==> config.mk <==
export PLATFORM = sky130hd
export DESIGN_NAME = clk_step_ctrl
export DESIGN_NICKNAME = d
export VERILOG_FILES = /design/src/rtl/clk_step_ctrl.sv
export SDC_FILE = /design/constraint.sdc
export NUM_CORES = 1
export LEC_CHECK = 0
export ABC_AREA = 0
export CORE_UTILIZATION = 54
export DETAILED_ROUTE_END_ITERATION = 10
export PLACE_DENSITY = 0.8
export SYNTH_ARGS = -nofsm -noshare
export SYNTH_HDL_FRONTEND = slang
export SYNTH_SLANG_ARGS = --single-unit
export TNS_END_PERCENT = 10
==> constraint.sdc <==
create_clock -name clk_in -period 5.85 [get_ports clk_in]
set_clock_uncertainty 0.15 [all_clocks]
set_input_delay 1.755 -clock clk_in [delete_from_list [all_inputs] [get_ports clk_in]]
set_output_delay 1.755 -clock clk_in [all_outputs]
set_load 0.05 [all_outputs]
==> src/rtl/clk_step_ctrl.sv <==
// Run/step clock-enable controller: divides clk_in into ce pulses, free-running or single-step.
// Define CLK_STEP_CTRL_CYCLE_COUNT_EN to implement the ce pulse counter on cycle_count.
module clk_step_ctrl #(
  parameter int unsigned DIV_W       = 32,
  parameter int unsigned DEFAULT_DIV = 100
) (
  input  logic             clk_in,
  input  logic             rst,
  input  logic             run_req,
  input  logic             step_req,
  input  logic [DIV_W-1:0] div_in,
  input  logic             div_load,
  output logic             div_ack,
  output logic             ce,
  output logic             clk_out,
  output logic             step_done,
  output logic [1:0]       state_out,
  output logic [31:0]      cycle_count
);

  typedef enum logic [1:0] {
    StHalt = 2'd0,
    StRun  = 2'd1,
    StStep = 2'd2
  } state_e;

  localparam logic [DIV_W-1:0] One = DIV_W'(1);

  state_e           state_q, state_d;
  logic [DIV_W-1:0] cnt_q, cnt_d;
  logic [DIV_W-1:0] div_q, div_d;
  logic             clk_out_q;
  logic             div_ack_q;
  logic             step_prev_q;

  logic [DIV_W-1:0] div_eff;
  logic             step_edge;
  logic             load_accept;

  // A zero divisor behaves as divide-by-one.
  assign div_eff   = (div_q == '0) ? One : div_q;
  assign ce        = (state_q != StHalt) && (cnt_q == div_eff - One);
  assign step_edge = step_req & ~step_prev_q;

  // The ack cycle is blocked so a request still held high is not taken twice.
  assign load_accept = div_load & ~div_ack_q & ((state_q == StHalt) | ce);

  always_comb begin
    state_d = state_q;
    cnt_d   = cnt_q;
    div_d   = div_q;
    case (state_q)
      StHalt: begin
        cnt_d = '0;
        if (run_req) begin
          state_d = StRun;
        end else if (step_edge) begin
          state_d = StStep;
        end
      end
      StRun: begin
        if (!run_req) begin
          state_d = StHalt;
          cnt_d   = '0;
        end else begin
          cnt_d = ce ? '0 : cnt_q + One;
        end
      end
      StStep: begin
        if (ce) begin
          state_d = StHalt;
          cnt_d   = '0;
        end else begin
          cnt_d = cnt_q + One;
        end
      end
      default: begin
        state_d = StHalt;
        cnt_d   = '0;
      end
    endcase
    if (load_accept) begin
      div_d = div_in;
      cnt_d = '0;
    end
  end

  always_ff @(posedge clk_in) begin
    if (rst) begin
      state_q     <= StHalt;
      cnt_q       <= '0;
      div_q       <= DIV_W'(DEFAULT_DIV);
      clk_out_q   <= 1'b0;
      div_ack_q   <= 1'b0;
      step_prev_q <= 1'b1;
    end else begin
      state_q     <= state_d;
      cnt_q       <= cnt_d;
      div_q       <= div_d;
      clk_out_q   <= clk_out_q ^ ce;
      div_ack_q   <= load_accept;
      step_prev_q <= step_req;
    end
  end

  assign div_ack   = div_ack_q;
  assign clk_out   = clk_out_q;
  assign step_done = ce && (state_q == StStep);
  assign state_out = state_q;

`ifdef CLK_STEP_CTRL_CYCLE_COUNT_EN
  logic [31:0] cycle_count_q;

  always_ff @(posedge clk_in) begin
    if (rst) begin
      cycle_count_q <= 32'd0;
    end else if (ce) begin
      cycle_count_q <= cycle_count_q + 32'd1;
    end
  end

  assign cycle_count = cycle_count_q;
`else
  assign cycle_count = 32'd0;
`endif

endmodule

==> metrics.txt, run 1 <==
outcome finished clean; Post-Route Setup TNS 0 ps; post-synthesis sequential area ratio 30.9%; CP Max Fanout 6; count of antenna-violating nets left after detailed routing 0; CTS tree done; design area 0.00530 mm2; Clk pwr share 22.8%; min cycle time layout 5750 ps; post-synth top area share 30.9%; grt total ovfl 0; Initial Utilization 56.7%; Gate power share 42.9%; Slowest Stage Delay on Critical Path 360 ps; clk buf depth 2; total die area 0.00865 mm2; cts bufs inserted 9; HPWL Detailed 8.80 mm; Power Density 342 mW/mm2; relative slew slack 36.1%; Pint 1080 uW; Final nets 632; area leader, netlist dfxtp_1; CTS HTree Levels 3; final setup violation count 0; Lkg Pwr 0.00209 uW; drt first pass iters 4; Antenna Cells 0; WP data required 3940 ps; ys async rst share 0%; drc violations 0; Worst Setup Path Type reg2out; clock-pin slew on the worst setup and hold paths 80 ps; Post-Route WL 11.8 mm; Area growth, synth to finish 18.3%; largest net degree at the start of global routing 41; Syn Area/Cell 8.16 um2; via count 4043; IO Count 75; CORE AREA 0.00789 mm2; worst-path cell with the longest stage delay dfxtp_4; worst skew pair latency 360 ps; crit path cell chain nor4_4 > nand4b_1 > nor2_2 > a31oi_1 > ha_2 > o21ba_1 > a221oi_2 > a41oi_2 > a2111oi_2 > nand4_1 > nor4_2 > nand4_1 > nor2_4 > and2_4 > buf_12; Commonest cells post-synth 100 x nor2_1, 69 x dfxtp_1, 37 x xor2_1, 32 x buf_4, 32 x mux2i_1; fmax 174 MHz; GP Congestion 0.932; top_reg_cell synth dfxtp_1; Tot GR Track Use 28.1%; CTS sink cnt 69; worst slew pin tran 955 ps; Die Wd 93.0 um; Slew Viols, Final 0; Post-synth EDFFs 0; max cap viols 0; row count 32; Post-CTS Hold Fix Bufs 0; CP Launch Type register; routed len/inst 16.9 um; Via density 5.80; port bufs 42; Synth Instances 548; cell area after synthesis 0.00447 mm2; most frequent CP cell nand4_1; first-pass GRT wire length 18.7 mm; number of global-route vias before repair 3810; largest cells by area after synthesis dfxtp_1 31%, nor2_1 8.4%, xor2_1 7.2%; library cells used by synthesis 61; capturing element type of the critical path output pin; Net Sw Power 733 uW; clock root buffer clkbuf_8; crit share post-route 98.2%; critical path arrival 3840 ps; DRT iter0 DRCs 226; most frequent cell after synthesis nor2_1; class of the worst hold path reg2reg; final hold vios 0; dpl cell area 0.00490 mm2; Seq pwr share 34.3%; Synthesis Warnings 0; sw frac 40.4%; antenna violations before repair 0; Die Y-Extent 93.0 um; IR drop worst, VDD 0.259 mV; Yosys reg bits 69; layout cells sized above 1 14.6%
[through the flow]
stage / power, uW / utilization [%] / instances / hold WS, ps / setup WS, ps
after floorplan: 1150 / - / 579 / 298 / 96.0
after detailed placement: 1310 / 62.1 / 675 / 363 / 152
final: 1810 / 67.1 / 697 / 378 / 104
after global routing: 1900 / 67.1 / 697 / 391 / -63.1
after global placement: 1300 / 62.1 / 675 / 321 / 343
after CTS: 1750 / 65.6 / 693 / 381 / 7.75
[per-layer routing]
layer / track usage [%] / up-vias / share of wire, %
met5: 0 / - / 0
met4: 11.9 / 0 / 3.2
met3: 7.64 / 31 / 7.5
met2: 46.3 / 168 / 47
met1: 34.4 / 1910 / 42
li1: - / 1934 / -
[state kept, by name, summed over array words and instances (netlist names)]
| name | count |
|---|---|
| cnt_q | 32 |
| state_out | 2 |
| div_ack | 1 |
| div_q | 32 |
| step_prev_q | 1 |
| clk_out | 1 |
[area by class of cell]
class	count	area [um2]
timing repair buffer	63	598
clock buffer	11	151
sequential	69	1410
clock inverter	5	58.8
tap	102	128
inverter	8	30.0
multi-input combinational	439	2920
fill	636	2590
[power groups by stage]
stage / Combinational [uW] / Clock, uW / Sequential [uW]
2_1_floorplan: 551 / 0 / 596
3_3_place_gp: 695 / 0 / 605
3_5_place_dp: 704 / 0 / 611
4_1_cts: 726 / 419 / 608
5_1_grt: 832 / 439 / 630
6_report: 777 / 413 / 622
[final timing paths]
kind | cells after the start | to | start | slack, ps
setup / recovery | 15 | step_done | div_q[18] | 100
setup reg to reg | 16 | div_q[14] | div_q[18] | 850
hold / removal | 1 | cnt_q[0] | cnt_q[0] | 380
hold reg to reg | 1 | cnt_q[0] | cnt_q[0] | 380
[placed cells by master, fill, tap and decap left out, types with 5 or more instances in the layout]
master,n
a21oi_1,17
a31oi_1,5
and3_1,8
and4_1,8
buf_4,21
clkbuf_8,11
clkdlybuf4s50_1,40
conb_1,32
dfxtp_1,49
dfxtp_2,17
inv_1,8
mux2i_1,32
nand2_1,28
nand3_1,18
nand4_1,16
nor2_1,98
nor3_1,17
nor4_4,7
o21ai_0,6
or4_1,5
xnor2_1,30
xor2_1,37
[what timing repair did]
item,4_1_cts,5_1_grt
gates resized for setup,9,33
pin swaps,5,14
setup buffers,2,4
endpoints found under the setup margin,2,2
[kinds of logic after synthesis]
logic type      count (synthesis)  share of synthesized area, %
simple gates                  243                          28.5
buf+inv                        71                          9.68
xor+xnor                       67                          13.1
other cells                     1                        0.0838
compound gates                 59                          8.95
mux                            33                          7.41
flops                          69                          30.9
fa+ha+maj                       5                          1.40
[worst max-delay path: cells and delay by family (launching register included)]
family | cells | cell delay (ps)
flops | 1 | 360
compound gates | 5 | 960
fa+ha+maj | 1 | 230
buf+inv | 1 | 130
simple gates | 8 | 1790
(Power assumes the default switching activity.)
==> run 2, diff against run 1 <==
--- a/config.mk
+++ b/config.mk
@@ -6,9 +6,11 @@
 export NUM_CORES = 1
 export LEC_CHECK = 0
 export ABC_AREA = 0
-export CORE_UTILIZATION = 54
+export ABC_CLOCK_PERIOD_IN_PS = 5850
+export CORE_UTILIZATION = 45
 export DETAILED_ROUTE_END_ITERATION = 10
-export PLACE_DENSITY = 0.8
+export PLACE_DENSITY = 0.68
+export SLEW_MARGIN = 20
 export SYNTH_ARGS = -nofsm -noshare
 export SYNTH_HDL_FRONTEND = slang
 export SYNTH_SLANG_ARGS = --single-unit
==> metrics.txt, run 2 (synthesis gave the netlist of run 1 again) <==
worst-path cell with the longest stage delay dfxtp_4; DRT iter0 DRCs 260; Slowest Stage Delay on Critical Path 380 ps; CTS HTree Levels 3; clock-pin slew on the worst setup and hold paths 70 ps; Slew Viols, Final 0; total power 1810 uW; cts bufs inserted 9; hold depth 1; IR drop worst, VDD 0.169 mV; antenna violations before repair 0; Die Y-Extent 102 um; first-pass GRT wire length 19.2 mm; most frequent CP cell nand4_1; routed len/inst 16.1 um; Worst Hold Endpoint cnt_q[0]; class of the worst hold path reg2reg; WP data required 3940 ps; min cycle time layout 5630 ps; CTS tree done; Net Sw Power 714 uW; fmax 178 MHz; count of antenna-violating nets left after detailed routing 0; grt total ovfl 0; outcome finished clean; clock root buffer clkbuf_8; top routing layer in use met4; Crit Reg-Reg Startpoint div_q[7]; Lkg Pwr 0.00208 uW; Post-Route WL 11.7 mm; worst slew pin tran 815 ps; Area growth, synth to finish 18.5%; row count 36; clk buf depth 2; Post-CTS Hold Fix Bufs 0; worst skew pair latency 350 ps; Die Wd 102 um; total die area 0.0103 mm2; capturing element type of the critical path output pin; CTS sink cnt 69; IO Count 75; hold path startpoint cnt_q[0]; Worst Setup Slack, final 220 ps; Worst Setup Path Type reg2out; sw frac 39.4%; met2 wire length 5.54 mm; design area 0.00530 mm2; Post-Place Worst Slack 241 ps; GP Congestion 0.979; commonest non-fill, non-tap cell in the layout nor2_1; worst reg2reg endpoint div_q[24]; Final nets 633; Reg2Reg Depth 15; crit share post-route 96.2%; Antenna Cells 0; critical path arrival 3730 ps; drc violations 0; layout cells sized above 1 12.1%; Seq pwr share 33.7%; crit path cell chain nor4_4 > nand4_1 > nor2_2 > a31oi_1 > ha_2 > o21ba_1 > a221oi_2 > a41oi_2 > a2111oi_2 > nand4_1 > nor4_2 > nand4_1 > nor2_4 > and2_4 > buf_12; final hold vios 0; Clk pwr share 24.2%; CORE AREA 0.00968 mm2; CP Launch Type register; final setup violation count 0; dpl cell area 0.00496 mm2; met1 WL 5.18 mm; Power Density 342 mW/mm2; routed wl met3 670 um; reg2reg setup slack 1120 ps; Via density 5.40; Pint 1100 uW; via count 3934; Initial Utilization 46.2%; port bufs 42; largest net degree at the start of global routing 33; Gate power share 42.1%; relative slew slack 45.5%; number of global-route vias before repair 3740; most frequent cells in the layout 98 x nor2_1, 64 x dfxtp_1, 40 x clkdlybuf4s50_1; max cap viols 0; CP Max Fanout 7; Tot GR Track Use 24.4%; HPWL Detailed 9.11 mm; drt first pass iters 5
==> run 2: changes by cell type in the layout (fill, tap and decap cells not counted), moves of 2 or more <==
cell / delta
nor4_4: -2
dfxtp_1: +15
dfxtp_2: -13
nor4_2: +2
dfxtp_4: -2
==> run 2: power groups by stage <==
stage | sequential [uW] | combinational (uW) | clock, uW
after floorplan | 596 | 551 | 0
after global placement | 604 | 709 | 0
after detailed placement | 609 | 713 | 0
after CTS | 603 | 731 | 451
after global routing | 619 | 831 | 472
final | 612 | 764 | 438
==> run 2: final cells by class <==
cell class              count  area [um2]
fillers                   940        4380
clock buffers              10         138
well taps                 133         166
multi-input cells         439        2890
clock inverters             6        86.3
repair buffers             64         606
flip-flops and latches     69        1390
inverters                   8        30.0
==> run 2: repair_timing <==
action | CTS | global route
resized for setup | 8 | 13
buffers inserted | 1 | 3
pin swaps | 4 | 14
hold endpoints to repair | 0 | 0
setup endpoints to repair | 2 | 2
==> run 2: stage by stage <==
| stage | setup TNS, ps | hold WS (ps) | std cells | utilization [%] |
|---|---|---|---|---|
| 4_1_cts | 0 | 350 | 726 | 54.0 |
| 5_1_grt | -11.8 | 373 | 729 | 54.8 |
| 2_1_floorplan | 0 | 298 | 579 | - |
| 6_report | 0 | 347 | 729 | 54.8 |
| 3_5_place_dp | 0 | 333 | 709 | 51.2 |
| 3_3_place_gp | 0 | 322 | 709 | 51.2 |
==> run 2: worst max-delay path by stage <==
stage | slack [ps] | end | startpoint | cells after the start
after floorplan | 100 | step_done | div_q[10] | 16
after CTS | 30 | step_done | div_q[22] | 15
final | 220 | step_done | div_q[7] | 15
after global placement | 290 | step_done | div_q[23] | 15
after detailed placement | 240 | step_done | div_q[23] | 15
after global routing | -10 | step_done | div_q[7] | 15
==> run 2: critical path, delay by kind of cell, from the launching register on <==
kind	cells	cell delay, ps
AOI/OAI and AO/OA	5	980
adders and majority gates	1	220
buffers and inverters	1	130
DFF	1	380
and+or+nand+nor	8	1680
==> run 2: routing by layer <==
metal / up-vias / track usage, %
met2: 155 / 41.2
met1: 1818 / 30.9
met4: 0 / 8.36
met5: - / 0
met3: 24 / 5.11
li1: 1937 / -
==> run 3, diff against run 2 <==
--- a/config.mk
+++ b/config.mk
@@ -6,10 +6,9 @@
 export NUM_CORES = 1
 export LEC_CHECK = 0
 export ABC_AREA = 0
-export ABC_CLOCK_PERIOD_IN_PS = 5850
 export CORE_UTILIZATION = 45
 export DETAILED_ROUTE_END_ITERATION = 10
-export PLACE_DENSITY = 0.68
+export PLACE_DENSITY = 0.71
 export SLEW_MARGIN = 20
 export SYNTH_ARGS = -nofsm -noshare
 export SYNTH_HDL_FRONTEND = slang
==> constraint.sdc (replaced) <==
create_clock -name clk_in -period 4.6 [get_ports clk_in]
set_clock_uncertainty 0.15 [all_clocks]
set_input_delay 1.38 -clock clk_in [delete_from_list [all_inputs] [get_ports clk_in]]
set_output_delay 1.38 -clock clk_in [all_outputs]
set_load 0.05 [all_outputs]
==> metrics.txt, run 3 (synthesis gave the netlist of run 1 again) <==
Die Wd 102 um; CTS HTree Levels 3; Post-CTS Hold Fix Bufs 0; Post-Route WL 12.0 mm; drt first pass iters 4; final hold slack 354 ps; final setup violation count 2; via count 3997; grt total ovfl 0; worst skew pair latency 360 ps; RSZ-0062 raised after global routing yes; Worst Setup Path Type reg2out; Initial Utilization 46.2%; most frequent cells in the layout 98 x nor2_1, 62 x dfxtp_1, 61 x buf_4; commonest non-fill, non-tap cell in the layout nor2_1; routed len/inst 15.6 um; WP data required 3070 ps; GP Congestion 0.928; largest net degree at the start of global routing 42; fin cells 770; failing checks negative setup slack; worst slew pin tran 583 ps; Post-Route Setup TNS -1150 ps; CP Max Fanout 7; Tot GR Track Use 24.5%; Area growth, synth to finish 27.2%; fmax 193 MHz; layout cells sized above 1 19.0%; CORE AREA 0.00968 mm2; row count 36; Lkg Pwr 0.00231 uW; Post-Place Worst Slack -248 ps; cts bufs inserted 9; min cycle time layout 5190 ps; CTS sink cnt 69; clock root buffer clkbuf_8; Die Y-Extent 102 um; count of antenna-violating nets left after detailed routing 0; final hold vios 0; IR drop worst, VDD 0.251 mV; crit share post-route 113%; port bufs 42; total die area 0.0103 mm2; Final nets 674; FF/Latch Area 0.00139 mm2; capturing element type of the critical path output pin; drc violations 0; Antenna Cells 0; placed instance count 749; Worst Setup Slack, final -594 ps; relative slew slack 60.8%; antenna violations before repair 0; CP Launch Type register; number of global-route vias before repair 3751; clk buf depth 2; first-pass GRT wire length 19.3 mm; max cap viols 0; outcome finished, violations left; critical path arrival 3660 ps; area of the multi-input gates 0.00294 mm2; Slew Viols, Final 0; Power Density 430 mW/mm2; number of fill cells 891; IO Count 75; CTS tree done; HPWL Detailed 9.28 mm; class of the worst hold path reg2reg; Via density 5.19; DRT iter0 DRCs 185; clock-pin slew on the worst setup and hold paths 80 ps
## run 3: worst paths after layout
kind / slack (ps) / depth (start not counted) / to / startpoint
worst max-delay path: -590 / 17 / step_done / div_q[23]
worst min-delay path: 350 / 1 / cnt_q[0] / cnt_q[0]
worst max register to register: 260 / 15 / cnt_q[10] / div_q[23]
worst min register to register: 350 / 1 / cnt_q[0] / cnt_q[0]
## run 3: repair_timing
action,4_1_cts,5_1_grt
setup endpoints to repair,2,3
resized for setup,5,10
cloned,0,0
endpoints found under the hold margin,0,0
buffers inserted,4,1
pin swaps,12,13
## run 3: layer usage
metal	GRT usage, %	routed length, um
met1	30.4	5370
met2	42.6	5940
met3	4.55	489
met4	7.92	214
met5	0	0
## run 3: area by class of cell
type | count | share of cell area, %
clock buffers | 9 | 2.18
clock inverters | 7 | 1.74
inverters | 8 | 0.528
multi-input cells | 439 | 51.7
flip-flops and latches | 69 | 24.4
well taps | 133 | 2.93
repair buffers | 105 | 16.5
## run 3: per-stage QoR
stage	util (%)	cell area (um2)	power [uW]
2_1_floorplan	-	4700	1500
3_3_place_gp	55.3	5360	1820
3_5_place_dp	55.3	5360	1840
4_1_cts	58.1	5630	2420
5_1_grt	58.7	5690	2580
6_report	58.7	5690	2450
## run 3: power breakdown
group / total (uW) / internal [uW] / switching, uW
Combinational: 1160 / 511 / 653
Clock: 562 / 308 / 254
Sequential: 721 / 664 / 56.6
Total: 2450 / 1480 / 964
## run 3: critical path, stage by stage, from the launching register on
cell and delay [ps]:
dfxtp_2 340, nor4_4 290, nand4b_1 220, nor2_2 160, a31oi_1 90, ha_2 230, buf_4 150, buf_4 150
and4_4 160, buf_4 150, and3_1 170, o21ai_1 150, o311ai_2 140, a21oi_1 230, nand4_1 220, nor2_4 160
and2_4 160, buf_12 130
